$ cat src/rtl/reg_scoreboard_if.sv
// Issue/writeback port bundle between decode, writeback and the register scoreboard.
// The master is the pipeline side and the slave is the scoreboard.
interface reg_scoreboard_if #(
  parameter int NREGS = 32,
  parameter int CNT_W = 2
);
  logic               issue_valid;
  logic [4:0]         issue_rs;
  logic [4:0]         issue_rt;
  logic [4:0]         issue_rd;
  logic               issue_wr;
  logic               wb_valid;
  logic [4:0]         wb_reg;
  logic               flush;
  logic               stall;
  logic               issue_ack;
  logic [NREGS-1:0]   busy_vec;
  logic [CNT_W+4:0]   outstanding;
  logic               wb_err;

  modport master (
    output issue_valid, issue_rs, issue_rt, issue_rd, issue_wr,
    output wb_valid, wb_reg, flush,
    input  stall, issue_ack, busy_vec, outstanding, wb_err
  );

  modport slave (
    input  issue_valid, issue_rs, issue_rt, issue_rd, issue_wr,
    input  wb_valid, wb_reg, flush,
    output stall, issue_ack, busy_vec, outstanding, wb_err
  );
endinterface

$ cat src/rtl/reg_scoreboard.sv
// Pending-write scoreboard for the register file: one saturating counter per
// register, RAW stall generation for decode, and a sticky writeback-underflow flag.
module reg_scoreboard #(
  parameter int NREGS = 32,
  parameter int CNT_W = 2
) (
  input logic              clk,
  input logic              rst,
  reg_scoreboard_if.slave  sb
);
  localparam int OW = CNT_W + 5;
  localparam logic [CNT_W-1:0] CNT_MAX = '1;

  logic [CNT_W-1:0] cnt_q [NREGS];
  logic [CNT_W-1:0] cnt_d [NREGS];
  logic [OW-1:0]    outstanding_q;
  logic [OW-1:0]    outstanding_d;
  logic             wb_err_q;
  logic             wb_err_d;

  logic [NREGS-1:0] busy;
  logic             rs_busy;
  logic             rt_busy;
  logic             rd_full;
  logic             stall;
  logic             ack;
  logic             inc;
  logic             wb_hit;
  logic             dec;
  logic             underflow;
  logic [OW-1:0]    cnt_sum;

  // Register 0 is never tracked, so its busy bit is forced low.
  always_comb begin
    busy = '0;
    for (int r = 1; r < NREGS; r++) begin
      busy[r] = (cnt_q[r] != '0);
    end
  end

  assign rs_busy   = busy[sb.issue_rs];
  assign rt_busy   = busy[sb.issue_rt];
  assign rd_full   = sb.issue_wr && (sb.issue_rd != 5'd0) && (cnt_q[sb.issue_rd] == CNT_MAX);
  assign stall     = sb.issue_valid && (rs_busy || rt_busy || rd_full);
  assign ack       = sb.issue_valid && !stall;
  assign inc       = ack && sb.issue_wr && (sb.issue_rd != 5'd0);
  assign wb_hit    = sb.wb_valid && (sb.wb_reg != 5'd0);
  assign dec       = wb_hit && (cnt_q[sb.wb_reg] != '0);
  assign underflow = wb_hit && (cnt_q[sb.wb_reg] == '0);

  // Increment is applied first so an inc/dec pair on one register nets to zero.
  always_comb begin
    for (int r = 0; r < NREGS; r++) begin
      cnt_d[r] = cnt_q[r];
    end
    outstanding_d = outstanding_q;
    wb_err_d      = wb_err_q;
    if (sb.flush) begin
      for (int r = 0; r < NREGS; r++) begin
        cnt_d[r] = '0;
      end
      outstanding_d = '0;
    end else begin
      if (inc) begin
        cnt_d[sb.issue_rd] = cnt_d[sb.issue_rd] + 1'b1;
      end
      if (dec) begin
        cnt_d[sb.wb_reg] = cnt_d[sb.wb_reg] - 1'b1;
      end
      outstanding_d = outstanding_q + OW'(inc) - OW'(dec);
      wb_err_d      = wb_err_q || underflow;
    end
  end

  always_ff @(posedge clk or posedge rst) begin
    if (rst) begin
      for (int r = 0; r < NREGS; r++) begin
        cnt_q[r] <= '0;
      end
      outstanding_q <= '0;
      wb_err_q      <= 1'b0;
    end else begin
      for (int r = 0; r < NREGS; r++) begin
        cnt_q[r] <= cnt_d[r];
      end
      outstanding_q <= outstanding_d;
      wb_err_q      <= wb_err_d;
    end
  end

  assign sb.stall       = stall;
  assign sb.issue_ack   = ack;
  assign sb.busy_vec    = busy;
  assign sb.outstanding = outstanding_q;
  assign sb.wb_err      = wb_err_q;

  always_comb begin
    cnt_sum = '0;
    for (int r = 0; r < NREGS; r++) begin
      cnt_sum = cnt_sum + OW'(cnt_q[r]);
    end
  end

  a_no_saturate: assert property (@(posedge clk) disable iff (rst)
    (inc && !sb.flush) |-> (cnt_q[sb.issue_rd] != CNT_MAX));

  a_outstanding_sum: assert property (@(posedge clk) disable iff (rst)
    outstanding_q == cnt_sum);

  a_reg0_idle: assert property (@(posedge clk) disable iff (rst)
    cnt_q[0] == '0);
endmodule

$ cat src/flat_wrapper.sv
// flat-port wrapper written by rule: the top's interface ports become plain ports
module reg_scoreboard_flat 
#(
  parameter int NREGS = 32,
  parameter int CNT_W = 2
)
  (clk, rst, sb_issue_valid, sb_issue_rs, sb_issue_rt, sb_issue_rd, sb_issue_wr, sb_wb_valid, sb_wb_reg, sb_flush, sb_stall, sb_issue_ack, sb_busy_vec, sb_outstanding, sb_wb_err);
  reg_scoreboard_if #(.NREGS(NREGS), .CNT_W(CNT_W)) sb_i ();
  input logic clk;
  input logic rst;
  input wire logic [$bits(sb_i.issue_valid)-1:0] sb_issue_valid;
  input wire logic [$bits(sb_i.issue_rs)-1:0] sb_issue_rs;
  input wire logic [$bits(sb_i.issue_rt)-1:0] sb_issue_rt;
  input wire logic [$bits(sb_i.issue_rd)-1:0] sb_issue_rd;
  input wire logic [$bits(sb_i.issue_wr)-1:0] sb_issue_wr;
  input wire logic [$bits(sb_i.wb_valid)-1:0] sb_wb_valid;
  input wire logic [$bits(sb_i.wb_reg)-1:0] sb_wb_reg;
  input wire logic [$bits(sb_i.flush)-1:0] sb_flush;
  output wire logic [$bits(sb_i.stall)-1:0] sb_stall;
  output wire logic [$bits(sb_i.issue_ack)-1:0] sb_issue_ack;
  output wire logic [$bits(sb_i.busy_vec)-1:0] sb_busy_vec;
  output wire logic [$bits(sb_i.outstanding)-1:0] sb_outstanding;
  output wire logic [$bits(sb_i.wb_err)-1:0] sb_wb_err;
  assign sb_i.issue_valid = sb_issue_valid;
  assign sb_i.issue_rs = sb_issue_rs;
  assign sb_i.issue_rt = sb_issue_rt;
  assign sb_i.issue_rd = sb_issue_rd;
  assign sb_i.issue_wr = sb_issue_wr;
  assign sb_i.wb_valid = sb_wb_valid;
  assign sb_i.wb_reg = sb_wb_reg;
  assign sb_i.flush = sb_flush;
  assign sb_stall = sb_i.stall;
  assign sb_issue_ack = sb_i.issue_ack;
  assign sb_busy_vec = sb_i.busy_vec;
  assign sb_outstanding = sb_i.outstanding;
  assign sb_wb_err = sb_i.wb_err;
  reg_scoreboard #(.NREGS(NREGS), .CNT_W(CNT_W)) u_core (.clk(clk), .rst(rst), .sb(sb_i));
endmodule
$ cat config.mk
export PLATFORM = sky130hd
export DESIGN_NAME = reg_scoreboard_flat
export DESIGN_NICKNAME = d
export VERILOG_FILES = /design/src/rtl/reg_scoreboard_if.sv /design/src/rtl/reg_scoreboard.sv /design/src/flat_wrapper.sv
export SDC_FILE = /design/constraint.sdc
export NUM_CORES = 1
export LEC_CHECK = 0
export CAP_MARGIN = 20
export CORE_MARGIN = 3
export CORE_UTILIZATION = 53
export DETAILED_ROUTE_END_ITERATION = 6
export PLACE_DENSITY_LB_ADDON = 0.08
export SYNTH_ARGS = -nofsm -noshare
export SYNTH_HDL_FRONTEND = slang
export SYNTH_SLANG_ARGS = --single-unit
$ cat constraint.sdc
create_clock -name clk -period 5 [get_ports clk]
set_clock_uncertainty 0.05 [all_clocks]
set_input_delay 0.5 -clock clk [delete_from_list [all_inputs] [get_ports clk]]
set_output_delay 0.5 -clock clk [all_outputs]
set_load 0.01 [all_outputs]
==> metrics.md, run 1 <==
| Metric | Value |
|---|---|
| Post-synthesis sequential area ratio | 25.53% |
| Hold WS | approximately 0.42 ns |
| Worst path required time | 5.21 ns |
| Die height | 121.4 µm |
| Clock buffer depth | 2 |
| Vias in the first global route | 8,218 |
| Routed WL | about 33,000 µm |
| Most frequent cells in the layout | 167 x buf_4, 110 x nor2_1, 70 x dfrtp_1 |
| Final net count | approximately 1,100 |
| Crit path largest cell delay | 0.53 ns |
| Synth unique cells | between 80 and 90 |
| Total track usage | 44.68% |
| Mapped cell area | 0.007057 mm² |
| Ys flop type | dfrtp_1 |
| Pre-Repair DR Iteration Count | 7 |
| WHS Endpoint | u_core.sb.wb_err |
| Die footprint | 0.01474 mm² |
| Detailed-route via count | 8,513 |
| CTS sink cnt | 72 |
| Starting Density | 55.02% |
| GPL Wtd Cong | 1.165 |
| Yosys top cell area share | 25.53% |
| IO Port Bufs | 66 |
| Largest net degree at the start of global routing | 50 |
| Fin crit share | 98.98% |
| Worst r2r path cells | 19 |
| Vias/cell | 7.076 |
| Worst Setup Start Kind | primary input |
| Synth area leaders | dfrtp_1 26%, mux4_2 9.9%, nor2_1 6.0% |
| DP Cell Count | 1,185 |
| DR iter-0 viols | 1,460 |
| Crit path top cell by count | buf_12 |
| CP top delay family | compound AO/OA/AOI/OAI gates |
| Slowest CP cell | mux4_2 |
| WHS Path Cells | 2 |
| Post-synth EDFFs | 0 |
| Worst Tran Pin Value | 0.9305 ns |
| Antenna viol nets, final | 0 |
| Setup total negative slack | 0 ns |
| Final hold violation count | 0 |
| Max-cap violations | 0 |
| Post-route minimum period | between 4 and 5 ns |
| # IOs | 68 |
| Slew margin rel. | approximately 38% |
| Fmax | 202.1 MHz |
| Clock slew at reported path FFs | roughly 0.050 ns |
| Peak VDD IR | 0.0002924 V |
| Worst-skew pair later-pin latency | ~0.36 ns |
| First-pass GRT wire length | a little under 50,000 µm |
| Die W | 121.4 µm |
| Lkg Pwr | 4.151 nW |
| Register bit total from synthesis | 72 |
| DR WL/cell | 27.16 µm |
| Largest area contributor in the netlist | dfrtp_1 |
| Hold path start | u_core.sb.wb_err |
| Final setup vio count | 0 |
| Asr flop ratio synth | 100.0% |
| Placement row count | 41 |
| Hold buffers post-CTS | 0 |
| Initial antenna violation count | 1 |
| Worst setup EP type | flop |
| Status | complete, but fails checks |
| Area growth from synthesis to layout | 35.46% |
| Power per standard cell area | 215.7 mW/mm² |
| Fraction of layout cells with a size suffix above 1 | 29.32% |
| Core area | between 0.01 and 0.015 mm² |
| YS warnings | 0 |
| Worst reg2reg startpoint | u_core.cnt_q[8] |
| Max Slew Vio Count | 0 |
| Pwr Total | 0.002062 W |
| Most common cell after layout, fill and taps aside | buf_4 |
| Cells after Synth | 832 |
| Gr ovfl total | 0 |
| TritonCTS clock tree | yes |
| RSZ-0062 raised after global routing | yes |
| Reg2reg end | u_core.cnt_q[57] |
| Cts bufs inserted | 9 |
| Syn Nets | 867 |
| Failing checks | design-rule violations |
| Clock root cell | clkbuf_16 |
| Remaining DRCs | 2 |
| Non-Filler Instances | 1,203 |
| H-Tree Depth | 3 |
| Synthesized area per cell | about 8.5 µm² |
| HP Class | reg -> reg |
| DP HPWL | 25,090 µm |
| WS Path Type | in -> reg |
| Final worst slack | 0.05080 ns |
| Worst EP arrival | 5.16 ns |
| DP Worst Slack | -0.9623 ns |
| Max FO, Critical Path | 15 |
| FF-to-FF setup slack | about 0.06 ns |
| Crit path buffers/inverters | 5 |
| Critical-path cell list | dlygate4sd2_1, buf_6, buf_12, mux4_2, a22oi_1, nand4_1, ha_4, nor2b_4, and3_4, o311ai_1, nor4_2, buf_4, mux2_2, a31oi_4, o22ai_2, a311oi_2, nand4_2, xnor2_4, buf_12, a211oi_4 |
## timing repair
| action | 4_1_cts | 5_1_grt |
|---|---|---|
| pin swaps | 4 | 18 |
| setup buffers | 0 | 1 |
| cloned | 0 | 0 |
| gates resized for setup | 14 | 23 |
| endpoints found under the setup margin | 61 | 61 |
## per-stage QoR
| step | util, % | area, µm² |
|---|---|---|
| 6_report | 74.54 | 9559 |
| 5_1_grt | 74.52 | 9557 |
| 4_1_cts | 73.63 | 9443 |
| 3_5_place_dp | 70.79 | 9079 |
| 3_3_place_gp | 70.79 | 9079 |
| 2_1_floorplan | - | 7131 |
## registers in the layout, indices dropped and copies added (netlist names)
name,cells
u_core.cnt_q,64
u_core.sb.outstanding,7
u_core.sb.wb_err,1
## worst max-delay path by stage
stage / start / end / cells after the start / slack [ns]
CTS: u_core.cnt_q[8] / u_core.cnt_q[57] / 19 / 0.001
floorplan: sb_issue_rd[0] / u_core.cnt_q[11] / 22 / -0.03
global route: u_core.cnt_q[8] / u_core.cnt_q[11] / 17 / -0.03
global placement: sb_issue_rd[0] / u_core.cnt_q[28] / 21 / -0.94
finish: sb_issue_rd[1] / u_core.cnt_q[57] / 20 / 0.05
detailed placement: sb_issue_rd[0] / u_core.cnt_q[57] / 22 / -0.96
## layer usage
| layer | vias up | global-route usage (%) | wire length, µm |
|---|---|---|---|
| li1 | 3506 | - | - |
| met1 | 4058 | 58.32 | 11820 |
| met2 | 760 | 67.32 | 14330 |
| met3 | 189 | 11.47 | 4391 |
| met4 | 0 | 25.35 | 2141 |
| met5 | - | 0 | 0 |
## power breakdown
group          total [W]  internal [W]  switching, W
clock network   0.000733      0.000465      0.000268
logic           0.000704      0.000301      0.000403
registers       0.000625      0.000605     0.0000201
total            0.00206       0.00137      0.000691
## synthesized netlist by cell type, types with 5 or more instances
library cell and n:
nor2_1 112, clkbuf_1 35, buf_6 6, nor3b_1 7
dfrtp_1 72, buf_2 16, o211ai_1 6, o21ai_0 29
ha_1 8, a211oi_1 41, nor3_1 20, and2_1 5
nor3_2 5, o31ai_1 17, a211oi_2 10, nor2b_1 34
o22ai_1 5, a21o_1 10, or2_2 6, nand3_1 27
nand2_1 50, a21oi_1 31, mux2i_1 34, mux4_2 31
and3_1 5, nand2b_1 7, nand4_1 12, o2111ai_1 5
mux2_2 17, o2bb2ai_1 5, inv_1 48, o31a_1 6
nor4_1 17
## cell type report
type                       instances  area, µm²
tap                              172      215.2
clock buffer                      12      256.5
multi-input combinational        646       4903
inverter                          51      198.9
antenna                            1      2.502
fill                             948       3266
clock inverter                     4      76.32
sequential                        72       1804
timing repair buffer             245       2102
## worst reg2reg max path, stage by stage, from the launching register on
cell      delay [ns]
dfrtp_2         0.46
mux4_2          0.51
a222oi_1        0.37
nor2b_2         0.24
and2_4          0.19
inv_8           0.03
ha_4            0.16
nor2b_4         0.14
and3_4          0.23
o311ai_1        0.12
nor4_2          0.33
buf_4           0.20
mux2_2          0.39
a31oi_4         0.17
o22ai_2         0.11
a311oi_2        0.30
nand4_2         0.22
xnor2_4         0.20
buf_12          0.17
a211oi_4        0.24
## cells by family after synthesis
| kind of cell | Yosys count | synth area share, % |
|---|---|---|
| DFF | 72 | 25.53 |
| adders and majority gates | 9 | 1.702 |
| buffers and inverters | 114 | 7.145 |
| other | 1 | 0.05314 |
| and+or+nand+nor | 327 | 23.53 |
| xor gates and xnor gates | 7 | 1.135 |
| muxes | 85 | 17.91 |
| AOI/OAI and AO/OA | 217 | 23.00 |
(Power assumes the default switching activity.)
==> run 2, diff against run 1 <==
SETUP_SLACK_MARGIN = 0.05   (was not set)
==> run 2 against run 1 <==
The flow still finishes with violations (design-rule violations). Total power decreased by 2.5%. Count of clock-buffer cells in the layout is 1 higher. Global-route usage shrank 0.21 points. Utilization grew 1.7 points. Via count is 2.1% higher. Critical path type is now reg -> reg. Highest routed layer unchanged.
==> metrics.md, run 2 (synthesized netlist as in run 1, its figures left out) <==
| Metric | Value |
|---|---|
| Die W | 121.4 µm |
| Initial antenna violation count | 0 |
| Antenna viol nets, final | 0 |
| Final net count | around 1,100 |
| Slowest CP cell | mux4_2 |
| Status | complete, but fails checks |
| Clock root cell | clkbuf_16 |
| Crit path top cell by count | buf_12 |
| HP Class | reg -> reg |
| Most common cell after layout, fill and taps aside | buf_4 |
| Detailed-route via count | 8,692 |
| Fin util | 76.24% |
| DR WL/cell | 27.45 µm |
| Slew margin rel. | 37.45% |
| Largest Register | u_core.cnt_q |
| Area growth from synthesis to layout | 38.56% |
| Antenna diodes | 0 |
| Area occupied by multi-input gates | 0.005071 mm² |
| Pre-Repair DR Iteration Count | 7 |
| Fin crit share | 98.75% |
| Worst path required time | 5.21 ns |
| IO Port Bufs | 66 |
| Cts bufs inserted | 9 |
| Most frequent cells in the layout | 182 x buf_4, 109 x nor2_1, 72 x dfrtp_1 |
| Largest net degree at the start of global routing | 50 |
| Critical-path cell list | mux4_2, a222oi_1, nor2b_2, and2_4, inv_8, ha_4, and4b_1, nand2_2, nor2_4, o31ai_4, nor4_4, buf_4, buf_6, mux2i_4, a32oi_2, o22ai_2, a311oi_2, nand4_2, xnor2_4, buf_12, buf_12, a211oi_2 |
| H-Tree Depth | 3 |
| Gr ovfl total | 0 |
| Register Area | around 0.0018 mm² |
| Worst Setup Start Kind | flop |
| Total track usage | between 40% and 50% |
| CTS sink cnt | 72 |
| Die footprint | around 0.015 mm² |
| First-pass GRT wire length | ~49,000 µm |
| Fraction of layout cells with a size suffix above 1 | between 30% and 40% |
| Largest register FFs | 64 |
| Worst-skew pair later-pin latency | ~0.35 ns |
| Routed WL | 33,350 µm |
| Clock buffer depth | 2 |
| Worst EP arrival | 5.15 ns |
| GPL Wtd Cong | 1.176 |
| Remaining DRCs | 3 |
| Clock slew at reported path FFs | ~0.06 ns |
| Lkg Pwr | 4.239 nW |
| Core area | between 0.01 and 0.015 mm² |
| Power per standard cell area | 205.5 mW/mm² |
| # IOs | 68 |
| Max FO, Critical Path | 8 |
| TritonCTS clock tree | yes |
| Placement row count | between 40 and 50 |
| Vias in the first global route | 8,021 |
| Fmax | approximately 200 MHz |
| Max Slew Vio Count | 0 |
| Final setup vio count | 0 |
| Post-route minimum period | approximately 5 ns |
| Peak VDD IR | approximately 0.00034 V |
| CP top delay family | simple AND/OR/NAND/NOR gates |
| DR iter-0 viols | about 1,700 |
| Fillers | between 900 and 1,000 |
| Final hold violation count | 0 |
| Starting Density | 55.02% |
| Max-cap violations | 0 |
| Die height | 121.4 µm |
| Worst setup EP type | flop |
| Hold buffers post-CTS | 0 |
| Crit path largest cell delay | approximately 0.54 ns |
| Vias/cell | 7.154 |
| DP HPWL | 24,940 µm |
| Worst Tran Pin Value | 0.9372 ns |
| Crit path buffers/inverters | 5 |
| Pwr Total | 0.002009 W |
| WS Path Type | reg -> reg |
| Failing checks | design-rule violations |
-- run 2: changes by cell type in the layout (fill, tap and decap cells not counted), sizes merged --
cell	delta
buf	+13
clkbuf	+3
bufinv	-2
clkdlybuf4s15	-1
clkinv	-1
clkinvlp	+1
diode	-1
-- run 2: area by class of cell --
cell class                 count  area share, %
clock buffer                  13          2.662
inverter                      51          2.035
clock inverter                 2         0.1536
timing repair buffer         259          22.66
tap                          172          2.201
sequential                    72          18.43
multi-input combinational    646          51.86
-- run 2: final timing paths --
check                           cells after the start          endpoint  slack (ns)              from
worst min-delay path                                2  u_core.sb.wb_err        0.44  u_core.sb.wb_err
worst max register to register                     22   u_core.cnt_q[7]        0.06   u_core.cnt_q[8]
worst min register to register                      2  u_core.sb.wb_err        0.44  u_core.sb.wb_err
worst max-delay path                               22   u_core.cnt_q[7]        0.06   u_core.cnt_q[8]
min in group asynchronous                           2  u_core.cnt_q[53]        0.54               rst
max in group asynchronous                           3   u_core.cnt_q[7]        3.35               rst
-- run 2: worst min-delay path, stage by stage (launching register included) --
cell and delay [ns]:
dfrtp_1 0.35, inv_1 0.04, o31ai_1 0.06
-- run 2: per-layer routing --
| metal | wire length, µm | up-vias | track usage (%) |
|---|---|---|---|
| li1 | - | 3534 | - |
| met1 | 12200 | 4023 | 58.46 |
| met2 | 13700 | 864 | 64.97 |
| met3 | 4810 | 271 | 13.43 |
| met4 | 2634 | 0 | 25.35 |
| met5 | 0 | - | 0 |
-- run 2: per-stage QoR --
step / cell area, µm² / setup WS [ns] / cells / hold slack, ns / TNS [ns]
global route: 9778 / -0.04984 / 1215 / 0.4649 / -0.5653
finish: 9778 / 0.06254 / 1215 / 0.4447 / 0
CTS: 9397 / 0.05523 / 1204 / 0.4376 / 0
floorplan: 7142 / -0.02562 / 832 / 0.4525 / -0.2549
global placement: 9095 / -0.7831 / 1189 / 0.4160 / -42.98
detailed placement: 9095 / -0.8190 / 1189 / 0.4203 / -46.30
-- run 2: report_power, final --
group / switching [W] / total [W] / internal [W]
Sequential: 0.0000198 / 0.000625 / 0.000605
Combinational: 0.000435 / 0.000767 / 0.000332
Clock: 0.000257 / 0.000618 / 0.000360
-- run 2: what timing repair did --
action                     CTS  global route
setup endpoints to repair   61            61
buffers inserted             0             9
pin swaps                    1            30
gates resized for setup     10            55
gates cloned                 0             2
